File: config.mk
export PLATFORM = sky130hd
export DESIGN_NAME = blob_bbox_tracker
export DESIGN_NICKNAME = d
export VERILOG_FILES = /design/src/rtl/blob_bbox_tracker.sv
export SDC_FILE = /design/constraint.sdc
export NUM_CORES = 1
export LEC_CHECK = 0
export ABC_CLOCK_PERIOD_IN_PS = 2700
export CAP_MARGIN = 10
export CORE_AREA = 5 5 152 168
export DETAILED_ROUTE_END_ITERATION = 16
export DIE_AREA = 0 0 157 173
export GPL_ROUTABILITY_DRIVEN = 1
export SLEW_MARGIN = 20
export SYNTH_ARGS = -nofsm -noshare
export SYNTH_HDL_FRONTEND = slang
export SYNTH_SLANG_ARGS = --single-unit
File: constraint.sdc
create_clock -name app_clk -period 2.7 [get_ports app_clk]
set_input_delay 0.81 -clock app_clk [delete_from_list [all_inputs] [get_ports app_clk]]
set_output_delay 0.81 -clock app_clk [all_outputs]
set_load 0.1 [all_outputs]
File: src/rtl/blob_bbox_tracker.sv
// Per-frame bounding box and foreground pixel count of a one-bit pixel stream, with an optional
// rectangle overlay on the outgoing video (enabled by defining BBOX_OVERLAY_EN).
module blob_bbox_tracker #(
    parameter int          H_IMG_RES  = 640,
    parameter int          V_IMG_RES  = 480,
    parameter int          MIN_PIXELS = 64,
    parameter logic [23:0] BOX_COLOR  = 24'hFF0000
) (
    input  logic        app_clk,
    input  logic        app_rst,
    input  logic [10:0] px_hpos,
    input  logic [10:0] px_vpos,
    input  logic        fg_px,
    input  logic [10:0] vid_hpos,
    input  logic [10:0] vid_vpos,
    input  logic [23:0] vid_data_in,
    output logic [23:0] vid_data_out,
    output logic [10:0] bbox_x_min,
    output logic [10:0] bbox_x_max,
    output logic [10:0] bbox_y_min,
    output logic [10:0] bbox_y_max,
    output logic [18:0] bbox_px_count,
    output logic        bbox_valid,
    output logic        frame_done
);

    localparam logic [10:0] H_LIM   = 11'(H_IMG_RES);
    localparam logic [10:0] V_LIM   = 11'(V_IMG_RES);
    localparam logic [10:0] X_LAST  = 11'(H_IMG_RES - 1);
    localparam logic [10:0] Y_LAST  = 11'(V_IMG_RES - 1);
    localparam logic [18:0] MIN_CNT = 19'(MIN_PIXELS);
    localparam logic [18:0] CNT_MAX = 19'h7FFFF;

    typedef enum logic [1:0] {
        WAIT_SOF = 2'd0,
        ACCUM    = 2'd1,
        COMMIT   = 2'd2
    } state_t;

    // Result protocol: frame_done is a one-cycle strobe with no backpressure; bbox_* are
    // loaded on that strobe and held unchanged until the next strobe or reset.
    state_t fsm_state, fsm_state_nxt;

    logic        in_bounds, is_sof, is_eof, take;
    logic [10:0] acc_xmin, acc_xmax, acc_ymin, acc_ymax;
    logic [18:0] acc_cnt;
    logic [10:0] base_xmin, base_xmax, base_ymin, base_ymax;
    logic [18:0] base_cnt;
    logic [10:0] nxt_xmin, nxt_xmax, nxt_ymin, nxt_ymax;
    logic [18:0] nxt_cnt;

    assign in_bounds = (px_hpos < H_LIM) && (px_vpos < V_LIM);
    assign is_sof    = in_bounds && (px_hpos == 11'd0) && (px_vpos == 11'd0);
    assign is_eof    = in_bounds && (px_hpos == X_LAST) && (px_vpos == Y_LAST);

    always_ff @(posedge app_clk) begin
        if (app_rst) fsm_state <= WAIT_SOF;
        else         fsm_state <= fsm_state_nxt;
    end

    always_comb begin
        fsm_state_nxt = fsm_state;
        case (fsm_state)
            WAIT_SOF: if (is_sof) fsm_state_nxt = ACCUM;
            ACCUM:    if (is_eof) fsm_state_nxt = COMMIT;
            COMMIT:   fsm_state_nxt = ACCUM;
            default:  fsm_state_nxt = WAIT_SOF;
        endcase
    end

    // Outside ACCUM the accumulators start from the empty box, so a sample taken while
    // leaving WAIT_SOF or during COMMIT is folded into a fresh frame.
    always_comb begin
        take = in_bounds && fg_px && ((fsm_state != WAIT_SOF) || is_sof);
        if (fsm_state == ACCUM) begin
            base_xmin = acc_xmin;
            base_xmax = acc_xmax;
            base_ymin = acc_ymin;
            base_ymax = acc_ymax;
            base_cnt  = acc_cnt;
        end else begin
            base_xmin = 11'h7FF;
            base_xmax = 11'h000;
            base_ymin = 11'h7FF;
            base_ymax = 11'h000;
            base_cnt  = 19'd0;
        end
        nxt_xmin = base_xmin;
        nxt_xmax = base_xmax;
        nxt_ymin = base_ymin;
        nxt_ymax = base_ymax;
        nxt_cnt  = base_cnt;
        if (take) begin
            if (px_hpos < base_xmin) nxt_xmin = px_hpos;
            if (px_hpos > base_xmax) nxt_xmax = px_hpos;
            if (px_vpos < base_ymin) nxt_ymin = px_vpos;
            if (px_vpos > base_ymax) nxt_ymax = px_vpos;
            if (base_cnt != CNT_MAX) nxt_cnt = base_cnt + 19'd1;
        end
    end

    always_ff @(posedge app_clk) begin
        if (app_rst) begin
            acc_xmin <= 11'h7FF;
            acc_xmax <= 11'h000;
            acc_ymin <= 11'h7FF;
            acc_ymax <= 11'h000;
            acc_cnt  <= 19'd0;
        end else begin
            acc_xmin <= nxt_xmin;
            acc_xmax <= nxt_xmax;
            acc_ymin <= nxt_ymin;
            acc_ymax <= nxt_ymax;
            acc_cnt  <= nxt_cnt;
        end
    end

    always_ff @(posedge app_clk) begin
        if (app_rst) begin
            bbox_x_min    <= 11'd0;
            bbox_x_max    <= 11'd0;
            bbox_y_min    <= 11'd0;
            bbox_y_max    <= 11'd0;
            bbox_px_count <= 19'd0;
            bbox_valid    <= 1'b0;
            frame_done    <= 1'b0;
        end else begin
            frame_done <= (fsm_state == COMMIT);
            if (fsm_state == COMMIT) begin
                bbox_px_count <= acc_cnt;
                bbox_valid    <= (acc_cnt >= MIN_CNT);
                // Coordinates of a too-small frame are not published; the previous box stays.
                if (acc_cnt >= MIN_CNT) begin
                    bbox_x_min <= acc_xmin;
                    bbox_x_max <= acc_xmax;
                    bbox_y_min <= acc_ymin;
                    bbox_y_max <= acc_ymax;
                end
            end
        end
    end

`ifdef BBOX_OVERLAY_EN
    logic in_x, in_y, on_row, on_col, on_border;

    always_comb begin
        in_x      = (vid_hpos >= bbox_x_min) && (vid_hpos <= bbox_x_max);
        in_y      = (vid_vpos >= bbox_y_min) && (vid_vpos <= bbox_y_max);
        on_row    = (vid_vpos == bbox_y_min) || (vid_vpos == bbox_y_max);
        on_col    = (vid_hpos == bbox_x_min) || (vid_hpos == bbox_x_max);
        on_border = bbox_valid && ((on_row && in_x) || (on_col && in_y));
    end

    always_ff @(posedge app_clk) begin
        if (app_rst)        vid_data_out <= 24'd0;
        else if (on_border) vid_data_out <= BOX_COLOR;
        else                vid_data_out <= vid_data_in;
    end
`else
    logic vid_pos_unused;
    assign vid_pos_unused = ^{vid_hpos, vid_vpos, BOX_COLOR};

    always_ff @(posedge app_clk) begin
        if (app_rst) vid_data_out <= 24'd0;
        else         vid_data_out <= vid_data_in;
    end
`endif

endmodule

==> impl.org, run 1 <==
** Drt
- The first detailed-routing pass took 6 iterations.
- Summed over all layers, the routed wires come to 18.39 mm.
- Post-DRT Antenna Nets :: 0
- DRC viols :: 0
- Dividing the detail-routed via count by the number of cells gives 4.563.
- Starting DRT DRC Count :: roughly 270
- Vias after detailed routing :: 5891
- Wire length per cell :: 14.25 um

** Logic synthesis
- Counting flops and latches in the post-synthesis netlist gives 154.
- Fraction of the mapped netlist area in simple logic gates :: roughly a quarter
- Summing the areas of all compound-gate instances in the mapped netlist gives 5.902% of the synthesized area.
- After Yosys synthesis, full adders, half adders and majority gates account for 7.738% of the synthesized area.
- In this run the biggest area consumer among cell types represents around 44% of the synthesized area.
- The largest total area in the synthesized netlist belongs to sky130_fd_sc_hd__dfxtp_1.
- Unique cell type count in the Yosys netlist :: 44
- Mux contribution to synthesized area :: 11.80%
- After synthesis, the largest family of logic cells by area is simple AND/OR/NAND/NOR gates.
- For this run, the leading register cell type out of synthesis is sky130_fd_sc_hd__dfxtp_1.
- Post-Synthesis Cell Area :: about 7000 sq um
- Of all flip-flops after synthesis, the portion carrying an async set or reset was 0%.
- A synthesized cell averages 8.948 sq um.
- For this run, the register share of the synthesized area comes to 44.34%.
- The number of nets in the synthesized netlist is 891.
- Number of warnings reported in the yosys synthesis log :: 0
- Number of enable flip-flop cells after synthesis :: 0
- Yosys attributes the largest share of cell area to sky130_fd_sc_hd__dfxtp_1 (44%), sky130_fd_sc_hd__mux2i_1 (12%), sky130_fd_sc_hd__ha_1 (7.7%), sky130_fd_sc_hd__nor2_1 (7.1%), sky130_fd_sc_hd__nand2_1 (5.8%).
- Gate Count Post-Synth :: around 800
- After Yosys synthesis, XOR and XNOR cells account for 1.764% of the synthesized area.

** Clocking
- The later pin in the worst-skew pair is clocked with a latency of ~0.42 ns.
- The H-tree was split into 4 levels.
- Clock tree synthesis found a total of between 150 and 200 sinks.
- Number of clock buffers inserted by TritonCTS :: 17
- Largest buffer count on any clock path :: 2
- TritonCTS built the clock tree.
- Clock edge transition at the registers on the reported setup and hold paths :: about 0.060 ns
- Clock root buffer :: sky130_fd_sc_hd__clkbuf_16

** Setup path
- Worst setup path startpoint :: px_hpos[1]
- Crit-path slowest cell :: sky130_fd_sc_hd__nor4_1
- Type of the worst setup path :: in2reg
- The signal on the critical path passes through clkdlybuf4s50_1 -> nor4_1 -> and4_1 -> a211oi_4 -> buf_12 -> buf_4 -> nor4_1 -> xnor2_1 -> nor2_1.
- CP max stage delay :: about 0.46 ns
- The worst register-to-register path begins at fsm_state[0]$_SDFFE_PP0P_.
- Endpoint type of the worst setup path :: register
- STA classifies the critical path startpoint as an input port.
- STA puts the critical path data required time at 3.01 ns.
- Data on the critical path arrives at its endpoint at 3.00 ns.
- The cell that appears most often on the critical path is sky130_fd_sc_hd__nor4_1.
- Largest driver fanout on the critical path :: 5

** Place
- Buffers placed on the I/O ports in this run total 137.
- Routability Congestion :: 0.8269
- At the placement stage, the worst setup path has a slack of -0.5147 ns.
- HPWL reported at the end of detailed placement :: 13.94 mm

** Layout
- Layout cells sized above 1 :: 21.70%
- Number of nets in the final layout :: 1088
- Fillers :: 2376
- Relative to the synthesized area, the layout overhead comes to 37.68%.
- Inserted Diodes :: 0

** Timing
- Post-route worst setup slack :: 0.01137 ns
- Max_slew headroom :: 47.59%
- Based on the critical path, the design can be clocked at up to 371.9 MHz.
- Post-Route Setup TNS :: 0 ns
- The final critical path takes up 99.58% of the cycle.
- The number of pins exceeding their max-slew limit in the final report came to 0.
- The clock arrives with approximately 0.012 ns of skew.
- Setup repair after global routing missed its margin :: yes
- After layout, the minimum clock period comes to 2.689 ns.
- Finish-stage setup viols :: 0
- The final hold violation count was 0.
- At the pin with the least slew margin, the transition time is 0.7861 ns.

** Global routing
- Global-route total usage across every layer :: about 14%
- Via count of the first global-routing pass :: 5902
- The first global-routing pass estimated 30.54 mm of wire.
- Number of antenna violations at the first check in global routing :: 0
- For this run the aggregate overflow at the end of global routing stands at 0.
- Entering global routing, the biggest net connects ~60 pins.

** Power and ir drop
- Power share of the sequential group :: 44.1%
- Total power density per cell area :: 543.3 nW/um^2
- Largest voltage drop on the vdd net :: 465.5 uV
- Internal power comes to 0.003968 W.
- Net switching is 23.71% of the power.
- For this design the total switching power over the nets is 0.001233 W.
- Clock share of power :: 47.1%
- Static power due to leakage :: 4.336 nW
- Relative contribution of combinational cells to total power :: a little under 9%

** Outcome
- Outcome :: completed

** Hold path
- Startpoint of the lowest-slack hold path :: bbox_px_count[18]$_SDFFE_PP0P_
- The min-delay analysis places its worst path in the category reg2reg.

** Floorplanning
- Vert. Die Dim :: 173 um
- Number of rows created at floorplan :: 59
- Effective utilization at floorplan :: 29.53%
- The die is approximately 160 um wide.
- After floorplanning, the core was sized to cover 23550 sq um.
- The die covers 27160 sq um.
- Pin placement for this block handled 160 I/O pins.

** Job
- Max-cap violations in this run came to 0.
-- final cells by class --
cell class | instances | area [sq um] | area share [%]
timing repair buffer | 217 | 1789 | 18.69
multi-input combinational | 576 | 3686 | 38.50
inverter | 8 | 30.03 | 0.3137
tap | 305 | 381.6 | 3.986
clock buffer | 21 | 460.4 | 4.810
clock inverter | 10 | 142.6 | 1.490
sequential | 154 | 3083 | 32.20
-- kinds of logic (layout without fill, tap and decap cells) --
group,Yosys count,after routing
AND/OR/NAND/NOR,365,365
flip-flops,154,154
multiplexers,82,82
AO/OA/AOI/OAI,72,72
buffers and inverters,47,256
adder cells (fa/ha/maj),43,43
XOR/XNOR,14,14
-- routing by layer --
layer / wire [um] / GRT usage (%) / up-vias
met5: 0 / 0 / -
met1: 8200 / 17.33 / 2712
li1: - / - / 3021
met3: 1417 / 5.125 / 14
met2: 8562 / 22.75 / 144
met4: 214 / 3.689 / 0
-- final timing paths --
| kind | end | slack, ns | cells past startpoint |
|---|---|---|---|
| max | acc_cnt[6]$_SDFF_PP0_ | 0.01 | 9 |
| min | bbox_px_count[18]$_SDFFE_PP0P_ | 0.45 | 2 |
| max reg2reg | acc_cnt[11]$_SDFF_PP0_ | 0.20 | 10 |
| min reg2reg | bbox_px_count[18]$_SDFFE_PP0P_ | 0.45 | 2 |
-- worst max-delay path: cells and delay by family --
kind | cells | cell delay [ns]
and+or+nand+nor | 4 | 1.19
buffers and inverters | 3 | 0.73
AOI/OAI and AO/OA | 1 | 0.11
xor gates and xnor gates | 1 | 0.16
-- registers in the layout, summed over array words and instances (netlist names) --
name and cells:
fsm_state 2, bbox_x_min 11, bbox_y_min 11, bbox_valid 1, bbox_px_count 19, acc_xmax 11
acc_ymin 11, frame_done 1, acc_xmin 11, acc_ymax 11, bbox_y_max 11, vid_data_out 24
acc_cnt 19, bbox_x_max 11
-- through the flow --
stage | std cells | total power [W] | cell area (sq um) | utilization, % | hold WS (ns)
global placement | 1258 | 0.002802 | 8912 | 37.85 | 0.4455
global route | 1291 | 0.005413 | 9573 | 40.65 | 0.4731
CTS | 1289 | 0.005276 | 9528 | 40.46 | 0.4571
finish | 1291 | 0.005201 | 9573 | 40.65 | 0.4537
detailed placement | 1258 | 0.002804 | 8912 | 37.85 | 0.4484
floorplan | 777 | 0.002591 | 6958 | - | 0.4246
-- synth_stat cells, types with 9 or more instances --
master and n:
sky130_fd_sc_hd__dfxtp_1 154, sky130_fd_sc_hd__nor2_1 132, sky130_fd_sc_hd__nand2_1 107, sky130_fd_sc_hd__mux2i_1 82, sky130_fd_sc_hd__a21oi_1 45, sky130_fd_sc_hd__ha_1 43, sky130_fd_sc_hd__nor2b_1 32, sky130_fd_sc_hd__clkbuf_1 25
sky130_fd_sc_hd__nand2b_1 25, sky130_fd_sc_hd__o21ai_0 15, sky130_fd_sc_hd__nand4_1 12, sky130_fd_sc_hd__nor4_1 11, sky130_fd_sc_hd__nor3_1 9
-- cell usage in the layout, fill, tap and decap left out, types with 2 or more instances in the layout --
cell / synthesis / layout
sky130_fd_sc_hd__a211oi_1: 2 / 2
sky130_fd_sc_hd__a21o_1: 4 / 4
sky130_fd_sc_hd__a21oi_1: 45 / 45
sky130_fd_sc_hd__and2_1: 6 / 6
sky130_fd_sc_hd__and4_1: 5 / 5
sky130_fd_sc_hd__and4b_1: 2 / 2
sky130_fd_sc_hd__buf_12: 0 / 3
sky130_fd_sc_hd__buf_4: 5 / 167
sky130_fd_sc_hd__bufinv_16: 0 / 3
sky130_fd_sc_hd__clkbuf_1: 25 / 2
sky130_fd_sc_hd__clkbuf_16: 0 / 17
sky130_fd_sc_hd__clkbuf_8: 0 / 2
sky130_fd_sc_hd__clkdlybuf4s50_1: 0 / 45
sky130_fd_sc_hd__clkinvlp_4: 0 / 4
sky130_fd_sc_hd__dfxtp_1: 154 / 154
sky130_fd_sc_hd__dlymetal6s2s_1: 0 / 2
sky130_fd_sc_hd__ha_1: 43 / 43
sky130_fd_sc_hd__inv_1: 8 / 8
sky130_fd_sc_hd__mux2i_1: 82 / 82
sky130_fd_sc_hd__nand2_1: 107 / 106
sky130_fd_sc_hd__nand2b_1: 25 / 25
sky130_fd_sc_hd__nand3_1: 8 / 8
sky130_fd_sc_hd__nand4_1: 12 / 12
sky130_fd_sc_hd__nand4bb_1: 2 / 2
sky130_fd_sc_hd__nor2_1: 132 / 132
sky130_fd_sc_hd__nor2b_1: 32 / 31
sky130_fd_sc_hd__nor3_1: 9 / 9
sky130_fd_sc_hd__nor4_1: 11 / 8
sky130_fd_sc_hd__nor4_2: 0 / 3
sky130_fd_sc_hd__o21a_1: 2 / 2
sky130_fd_sc_hd__o21ai_0: 15 / 15
sky130_fd_sc_hd__or3_1: 2 / 2
sky130_fd_sc_hd__xnor2_1: 8 / 8
sky130_fd_sc_hd__xor2_1: 6 / 6
-- power groups by stage --
stage | clock network (W) | logic (W) | registers [W]
after CTS | 0.00252 | 0.000461 | 0.00230
final | 0.00245 | 0.000456 | 0.00230
after global routing | 0.00262 | 0.000492 | 0.00230
after floorplan | 0 | 0.000106 | 0.00249
after global placement | 0 | 0.000456 | 0.00235
after detailed placement | 0 | 0.000458 | 0.00235
-- timing repair --
item,CTS,global route
pin swaps,1,3
gates resized for setup,2,4
hold buffers,0,0
cloned,0,0
hold endpoints to repair,0,0
setup endpoints to repair,33,27
setup buffers,0,2
(Power assumes the default switching activity.)
==> inputs of run 2 (changes only) <==
HOLD_SLACK_MARGIN = 0.15   (was not set)
==> results of run 2 <==
Final layout, timing and power as in run 1 (identical DEF).
